### src/rtl/sqrt_generic_pipe.sv
// Fully pipelined restoring integer square root: one root bit per stage, MSB first,
// plus the generic delay line used for the valid flag.

module sqrt_generic_pipe #(
    parameter int WIDTH_INPUT  = 16,
    parameter int WIDTH_OUTPUT = WIDTH_INPUT / 2 + WIDTH_INPUT % 2
) (
    input  logic                    clk,
    input  logic                    rst_n,
    input  logic                    valid_in,
    input  logic [WIDTH_INPUT-1:0]  radicand,
    output logic                    valid_out,
    output logic [WIDTH_OUTPUT-1:0] root
);

    localparam int W_EXT = 2 * WIDTH_OUTPUT;
    localparam int W_REM = WIDTH_OUTPUT + 2;

    logic [W_EXT-1:0] radicand_ext_s;

    // Odd widths gain one zero MSB so every stage consumes exactly two bits.
    assign radicand_ext_s = W_EXT'(radicand);

    genvar i;
    for (i = 0; i < WIDTH_OUTPUT; i++) begin : g_stage
        // Only the not-yet-consumed radicand bits travel down the pipe.
        localparam int RAD_IN = W_EXT - 2 * i;

        logic [W_REM-1:0]        rem_prev_s;
        logic [WIDTH_OUTPUT-1:0] root_prev_s;
        logic [RAD_IN-1:0]       rad_prev_s;
        logic [W_REM-1:0]        shifted_s;
        logic [W_REM-1:0]        trial_s;
        logic                    take_s;
        logic [WIDTH_OUTPUT-1:0] root_r;

        if (i == 0) begin : g_first
            assign rem_prev_s  = '0;
            assign root_prev_s = '0;
            assign rad_prev_s  = radicand_ext_s;
        end else begin : g_next
            assign rem_prev_s  = g_stage[i-1].g_carry.rem_r;
            assign root_prev_s = g_stage[i-1].root_r;
            assign rad_prev_s  = g_stage[i-1].g_carry.rad_r;
        end

        assign shifted_s = W_REM'({rem_prev_s, rad_prev_s[RAD_IN-1 -: 2]});
        assign trial_s   = {root_prev_s, 2'b01};
        assign take_s    = (shifted_s >= trial_s);

        // Partial root register: append the resolved bit.
        always_ff @(posedge clk or negedge rst_n) begin
            if (!rst_n) begin
                root_r <= '0;
            end else if (take_s) begin
                root_r <= WIDTH_OUTPUT'({root_prev_s, 1'b1});
            end else begin
                root_r <= WIDTH_OUTPUT'({root_prev_s, 1'b0});
            end
        end

        if (i < WIDTH_OUTPUT - 1) begin : g_carry
            localparam int RAD_OUT = RAD_IN - 2;

            logic [W_REM-1:0]   rem_r;
            logic [RAD_OUT-1:0] rad_r;

            // Remainder and remaining radicand bits for the next stage.
            always_ff @(posedge clk or negedge rst_n) begin
                if (!rst_n) begin
                    rem_r <= '0;
                    rad_r <= '0;
                end else begin
                    rem_r <= take_s ? (shifted_s - trial_s) : shifted_s;
                    rad_r <= rad_prev_s[RAD_OUT-1:0];
                end
            end
        end
    end

    assign root = g_stage[WIDTH_OUTPUT-1].root_r;

    pipeline_registers #(
        .BIT_WIDTH        (1),
        .NUMBER_OF_STAGES (WIDTH_OUTPUT)
    ) u_valid_pipe (
        .clk      (clk),
        .reset_n  (rst_n),
        .pipe_in  (valid_in),
        .pipe_out (valid_out)
    );

endmodule

module pipeline_registers #(
    parameter int BIT_WIDTH        = 1,
    parameter int NUMBER_OF_STAGES = 1
) (
    input  logic                 clk,
    input  logic                 reset_n,
    input  logic [BIT_WIDTH-1:0] pipe_in,
    output logic [BIT_WIDTH-1:0] pipe_out
);

    if (NUMBER_OF_STAGES == 0) begin : g_bypass
        assign pipe_out = pipe_in;
    end else begin : g_chain
        logic [BIT_WIDTH-1:0] stage_r [NUMBER_OF_STAGES];

        // Shift chain, cleared as a whole on reset.
        always_ff @(posedge clk or negedge reset_n) begin
            if (!reset_n) begin
                for (int k = 0; k < NUMBER_OF_STAGES; k++) begin
                    stage_r[k] <= '0;
                end
            end else begin
                stage_r[0] <= pipe_in;
                for (int k = 1; k < NUMBER_OF_STAGES; k++) begin
                    stage_r[k] <= stage_r[k-1];
                end
            end
        end

        assign pipe_out = stage_r[NUMBER_OF_STAGES-1];
    end

endmodule

### config.mk
export PLATFORM = sky130hd
export DESIGN_NAME = sqrt_generic_pipe
export DESIGN_NICKNAME = d
export VERILOG_FILES = /design/src/rtl/sqrt_generic_pipe.sv
export SDC_FILE = /design/constraint.sdc
export NUM_CORES = 1
export LEC_CHECK = 0
export ABC_AREA = 1
export BUFFER_PORTS_ARGS = -buffer_cell sky130_fd_sc_hd__buf_2
export CAP_MARGIN = 20
export CORE_MARGIN = 1
export CORE_UTILIZATION = 40
export CTS_CLUSTER_DIAMETER = 40
export DETAILED_ROUTE_END_ITERATION = 7
export PLACE_DENSITY = 0.64
export SYNTH_ARGS = -nofsm -noshare
export SYNTH_HDL_FRONTEND = slang
export SYNTH_SLANG_ARGS = --single-unit
export TNS_END_PERCENT = 10
### constraint.sdc
create_clock -name clk -period 2.06 [get_ports clk]
set_clock_uncertainty 0.15 [all_clocks]
set_input_delay 0.103 -clock clk [delete_from_list [all_inputs] [get_ports clk]]
set_output_delay 0.103 -clock clk [all_outputs]
set_load 0.02 [all_outputs]
==> flow_summary.toml, run 1 <==
[route]
num_vias = 4205
drc = 0
drtIter0Drc = 115
wl_per_cell_um = 11.7
dr.pass1.iters = 5
vias_per_cell = 4.51
routed_wl_mm = 10.9
ant_nets = 0

[worst_setup_path]
crit_fanout = 10
reg2reg_slack_ns = 0.19
critPathKind = "reg -> reg"
cp-start-kind = "flop"
required_ns = 2.23
cp_data_arrival_time_ns = 2.04
crit_path_end_kind = "flop"

[power_and_ir_drop]
p_int_mw = 6.36
comb_power_share_pct = 27.3
p_seq_share_pct = 40.1
switching_power_mw = 3.03
power_density_nw_per_um2 = 1230
leakagePower_nw = 4.00
ir_drop_v = 0.000646
clock_power_share_pct = 32.6
sw_frac_of_total_pct = 32.3

[sta]
fin_ws_ns = 0.192
finalWorstPathRequiredPeriod_ns = 1.87
setup-violations-final = 0
fmax_mhz = 535
rsz0062_at_grt = "no"
hold_viol = 0
fin_crit_sh_pct = 90.7
drv_slew = 0
holdWs_ns = 0.0885
finalSetupTns_ns = 0

[grt]
grt_pass1_wl_mm = 19.1
grt_pass1_vias = 4378
grt_most_used_layer = "met2"
grt_usage_pct = 15.2
antenna_found_initial = 0
overflow = 0
grt_max_degree = 85
use_met2_pct = 25.8
met3_usage_pct = 4.92
use_met1_pct = 17.1

[run_status]
status = "finished, final reports clean"

[synth]
synth_edf_count = 0
synth_cell_types = 36
async_reset_ff_share_pct = 100
ys_ff_latch = 151
synth_ff_type = "dfrtp_1"
syn-num-nets = 698
syn_inst = 639
netlist.area_leader.share_pct = 59.2
yosysSeqAreaShare_pct = 59.2
synth_most_common_cell = "nand2_1"
yosysTopAreaCell = "dfrtp_1"
ys_warn_count = 0
syn_area_per_cell_um2 = 9.99
synthTopCellsByArea = "dfrtp_1, nand2_1, ha_1"
synth_common_cells = "nand2_1, dfrtp_1, inv_1, nand3_1, ha_1"
netlist_area_um2 = 6380

[placed_design]
dp_slack_ns = 0.202
gp_congestion = 0.869
place_inst = 881
io_buffers = 27
place_hpwl_mm = 7.93

[clocking]
clk_pin_slew_ns = 0.06
ctsLongestPathBuffers = 2
cts_sinks = 151
ctsHoldBuffers = 20
cts_tree = "built"
clk_latency_ns = 0.42
cts_resized = 0
cts_inserted_buffers = 17
htreeDepth = 4
root_buffer = "clkbuf_16"
cts_setup_buffers = 0

[die]
initial_core_util_pct = 41.5
core_area_um2 = 15400
pin_count = 28
die_h_um = 128
dieArea_um2 = 16500
row_count = 45
die_w_um = 128

[finish]
fin_nets = 768
layout-drive-gt1-share_pct = 13.2
n_antenna_cell = 0
num-fill-cells = 1399
instances_no_fill = 933
area_delta_synth_final_pct = 19.6

[flow_run]
drv_cap = 0

[worst_hold_path]
hold_class = "in -> async"
-- worst max-delay path, cell delays in order, from the launching register on --
cell	delay (ns)
dfrtp_1	0.38
inv_1	0.06
ha_1	0.38
nand2_1	0.10
nand2_1	0.08
nor2_2	0.10
nand2_2	0.12
nor2_8	0.20
nand2_1	0.07
o21ai_1	0.13
-- layout make-up --
type	instances	area [um^2]	area share, %
clock buffer	22	474	6.21
clock inverter	10	119	1.56
inverter	113	424	5.56
multi-input combinational	374	2170	28.4
sequential	151	3780	49.5
tap	211	264	3.46
timing repair buffer	52	404	5.30
-- final timing paths --
| check | startpoint | endpoint | cells past startpoint |
|---|---|---|---|
| max | g_stage[1].root_r[1]$_DFF_PN0_ | g_stage[2].g_carry.rem_r[3]$_DFF_PN0_ | 9 |
| max in group asynchronous | rst_n | root[6]$_DFF_PN0_ | 3 |
| max reg2reg | g_stage[1].root_r[1]$_DFF_PN0_ | g_stage[2].g_carry.rem_r[3]$_DFF_PN0_ | 9 |
| min | rst_n | u_valid_pipe.g_chain.stage_r[2]$_DFF_PN0_ | 3 |
| min reg2reg | g_stage[0].g_carry.rad_r[1]$_DFF_PN0_ | g_stage[1].g_carry.rad_r[1]$_DFF_PN0_ | 0 |
| min in group clk | radicand[9] | g_stage[0].g_carry.rad_r[9]$_DFF_PN0_ | 2 |
-- logic make-up after synthesis --
group           count (synthesis)  share of synthesized area, %
buf+inv                       114                          6.82
other cells                     1                        0.0588
compound gates                 49                          4.61
flops                         151                          59.2
simple gates                  266                          18.9
xor+xnor                       18                          2.59
fa+ha+maj                      40                          7.84
-- layer usage --
| metal | wire, um | part of all wire [%] | up-vias |
|---|---|---|---|
| li1 | - | - | 2118 |
| met1 | 4790 | 44 | 1995 |
| met2 | 5470 | 50 | 73 |
| met3 | 422 | 3.9 | 19 |
| met4 | 237 | 2.2 | 0 |
| met5 | 0 | 0 | - |
-- metrics by stage --
step | utilization, % | power [mW] | area [um^2]
finish | 49.7 | 9.39 | 7630
global route | 49.7 | 10.1 | 7630
CTS | 49.7 | 9.48 | 7630
detailed placement | 44.5 | 6.35 | 6840
global placement | 44.5 | 6.31 | 6840
floorplan | - | 5.68 | 6380
-- power by group through the flow --
| stage | Combinational, mW | Sequential [mW] | Clock (mW) |
|---|---|---|---|
| finish | 2.56 | 3.77 | 3.06 |
| CTS | 2.57 | 3.77 | 3.14 |
| floorplan | 1.90 | 3.78 | 0 |
| global placement | 2.49 | 3.82 | 0 |
| detailed placement | 2.53 | 3.82 | 0 |
| global route | 2.96 | 3.82 | 3.29 |
-- cell usage in the layout, fill, tap and decap left out, types with 5 or more instances in the layout --
master,Yosys,final
nor2_1,33,33
dlygate4sd3_1,0,20
clkbuf_16,0,17
xnor2_1,8,8
o21ai_1,5,5
inv_1,111,111
nand3_1,43,43
nand2_1,155,155
xor2_1,9,9
o21ai_0,15,15
buf_2,0,26
dfrtp_1,151,151
nand4_1,5,5
a21oi_1,16,16
ha_1,40,40
nor2_2,6,6
nand3_2,5,5
-- registers in the layout, summed over array words and instances, names as in the netlist --
| name | cells |
|---|---|
| g_stage.g_carry.rem_r | 51 |
| root | 8 |
| u_valid_pipe.pipe_out | 1 |
| g_stage.root_r | 28 |
| u_valid_pipe.g_chain.stage_r | 7 |
| g_stage.g_carry.rad_r | 56 |
Note: power is estimated with default switching activity, not from simulation.
==> run 2, diff against run 1 <==
--- a/config.mk
+++ b/config.mk
@@ -12,7 +12,7 @@
 export CORE_UTILIZATION = 40
 export CTS_CLUSTER_DIAMETER = 40
 export DETAILED_ROUTE_END_ITERATION = 7
-export PLACE_DENSITY = 0.64
+export PLACE_DENSITY = 0.65
 export SYNTH_ARGS = -nofsm -noshare
 export SYNTH_HDL_FRONTEND = slang
 export SYNTH_SLANG_ARGS = --single-unit
==> flow_summary.toml, run 2 (synthesis results as in run 1) <==
[run_status]
status = "finished, final reports clean"

[finish]
num-fill-cells = 1399
instances_no_fill = 933
area_delta_synth_final_pct = 19.5
reg.largest.list = "g_stage.g_carry.rad_r (56), g_stage.g_carry.rem_r (51), g_stage.root_r (28)"
largest_register_ff_count = 56
final_common_cell = "nand2_1"
largest-register = "g_stage.g_carry.rad_r"
layout-drive-gt1-share_pct = 13.3
layout_common_cells = "nand2_1, dfrtp_1, inv_1"
n_antenna_cell = 0
fin_nets = 768

[flow_run]
drv_cap = 0

[power_and_ir_drop]
leakagePower_nw = 4.00
power_density_nw_per_um2 = 1230
ir_drop_v = 0.000656

[clocking]
cts_resized = 0
root_buffer = "clkbuf_16"
cts_tree = "built"
ctsLongestPathBuffers = 2
htreeDepth = 4
cts_sinks = 151
clk_latency_ns = 0.42
cts_inserted_buffers = 17
clk_pin_slew_ns = 0.06

[sta]
maxSlewHeadroom_pct = 65.6
rsz0062_at_grt = "no"
setup-violations-final = 0
worst_pin_slew_ns = 0.516
hold_viol = 0
finalSetupTns_ns = 0
drv_slew = 0
finalWorstPathRequiredPeriod_ns = 1.83
fmax_mhz = 548
fin_crit_sh_pct = 88.6

[die]
row_count = 45
die_w_um = 128
core_area_um2 = 15400
dieArea_um2 = 16500
initial_core_util_pct = 41.5
die_h_um = 128
pin_count = 28

[worst_hold_path]
hold_class = "in -> async"

[route]
ant_nets = 0
drc = 0
drtIter0Drc = 194
num_vias = 4244
wl_per_cell_um = 11.8
dr.pass1.iters = 4
vias_per_cell = 4.55
routed_wl_mm = 11.0

[worst_setup_path]
crit_path_end_kind = "flop"
cp_data_arrival_time_ns = 1.98
crit_fanout = 8
crit_path_cell_trace = "inv_1, ha_1, nand2_1, nand2_1, nand2_2, nand3_2, nor2_2, buf_4, inv_1, nand2_1, nand2_1"
critPathKind = "reg -> reg"
reg2regPathDepth = 11
required_ns = 2.22
r2r_start = "g_stage[2].root_r[1]$_DFF_PN0_"
max_stage_delay_ns = 0.38
cp_slowest_cell = "ha_1"
reg2reg_slack_ns = 0.23
r2r_end = "g_stage[3].g_carry.rem_r[4]$_DFF_PN0_"
crit_top_cell = "nand2_1"
cp-start-kind = "flop"

[grt]
grt_pass1_vias = 4236
grt_pass1_wl_mm = 18.7
grt_max_degree = 55
overflow = 0
grt_usage_pct = 14.9
antenna_found_initial = 0

[placed_design]
gp_congestion = 0.857
place_inst = 882
io_buffers = 27
place_hpwl_mm = 8.25
## run 2: cell count changes in the layout (fill, tap and decap cells not counted), sizes merged
cell	delta
buf	+1
dlygate4sd3	-1
## run 2: timing repair
action,CTS,global route
hold buffers,19,0
buffers inserted,0,0
hold endpoints to repair,169,0
## run 2: stage by stage
stage | setup WS [ns] | power (mW) | util [%] | area (um^2) | hold WS, ns
6_report | 0.235 | 9.37 | 49.6 | 7630 | 0.0653
4_1_cts | 0.207 | 9.49 | 49.6 | 7630 | 0.0683
2_1_floorplan | 0.441 | 5.68 | - | 6380 | -0.343
3_5_place_dp | 0.225 | 6.38 | 44.5 | 6850 | -0.0534
5_1_grt | 0.0844 | 10.0 | 49.6 | 7630 | 0.105
3_3_place_gp | 0.257 | 6.32 | 44.5 | 6850 | -0.0559
## run 2: per-layer routing
| layer | vias to the layer above | share of wire, % | global-route usage [%] |
|---|---|---|---|
| li1 | 2117 | - | - |
| met1 | 2020 | 43 | 17.1 |
| met2 | 81 | 51 | 25.3 |
| met3 | 26 | 2.8 | 3.59 |
| met4 | 0 | 3.2 | 8.93 |
| met5 | - | 0 | 0 |
## run 2: power by group
part	internal [mW]	switching [mW]
logic	0.981	1.58
registers	3.50	0.276
clock network	1.88	1.15
## run 2: cell type report
class                   instances  area (um^2)  area share, %
flip-flops and latches        151         3780           49.5
multi-input cells             374         2170           28.4
clock buffers                  22          474           6.22
inverters                     113          424           5.56
repair buffers                 52          402           5.26
well taps                     211          264           3.46
clock inverters                10          119           1.56
## run 2: how the worst max path moves through the flow
| stage | slack, ns | depth (start not counted) | startpoint | to |
|---|---|---|---|---|
| finish | 0.23 | 11 | g_stage[2].root_r[1]$_DFF_PN0_ | g_stage[3].g_carry.rem_r[4]$_DFF_PN0_ |
| CTS | 0.21 | 9 | g_stage[1].root_r[1]$_DFF_PN0_ | g_stage[2].g_carry.rem_r[3]$_DFF_PN0_ |
| detailed placement | 0.22 | 9 | g_stage[1].root_r[1]$_DFF_PN0_ | g_stage[2].g_carry.rem_r[3]$_DFF_PN0_ |
| floorplan | 0.44 | 7 | g_stage[5].root_r[5]$_DFF_PN0_ | g_stage[6].g_carry.rem_r[7]$_DFF_PN0_ |
| global placement | 0.26 | 9 | g_stage[1].root_r[1]$_DFF_PN0_ | g_stage[2].g_carry.rem_r[3]$_DFF_PN0_ |
| global route | 0.08 | 9 | g_stage[1].root_r[1]$_DFF_PN0_ | g_stage[2].g_carry.rem_r[3]$_DFF_PN0_ |
## run 2: critical path, delay by kind of cell (launching register included)
family	cells	cell delay, ns
and+or+nand+nor	7	0.56
adders and majority gates	1	0.38
DFF	1	0.36
buffers and inverters	3	0.27
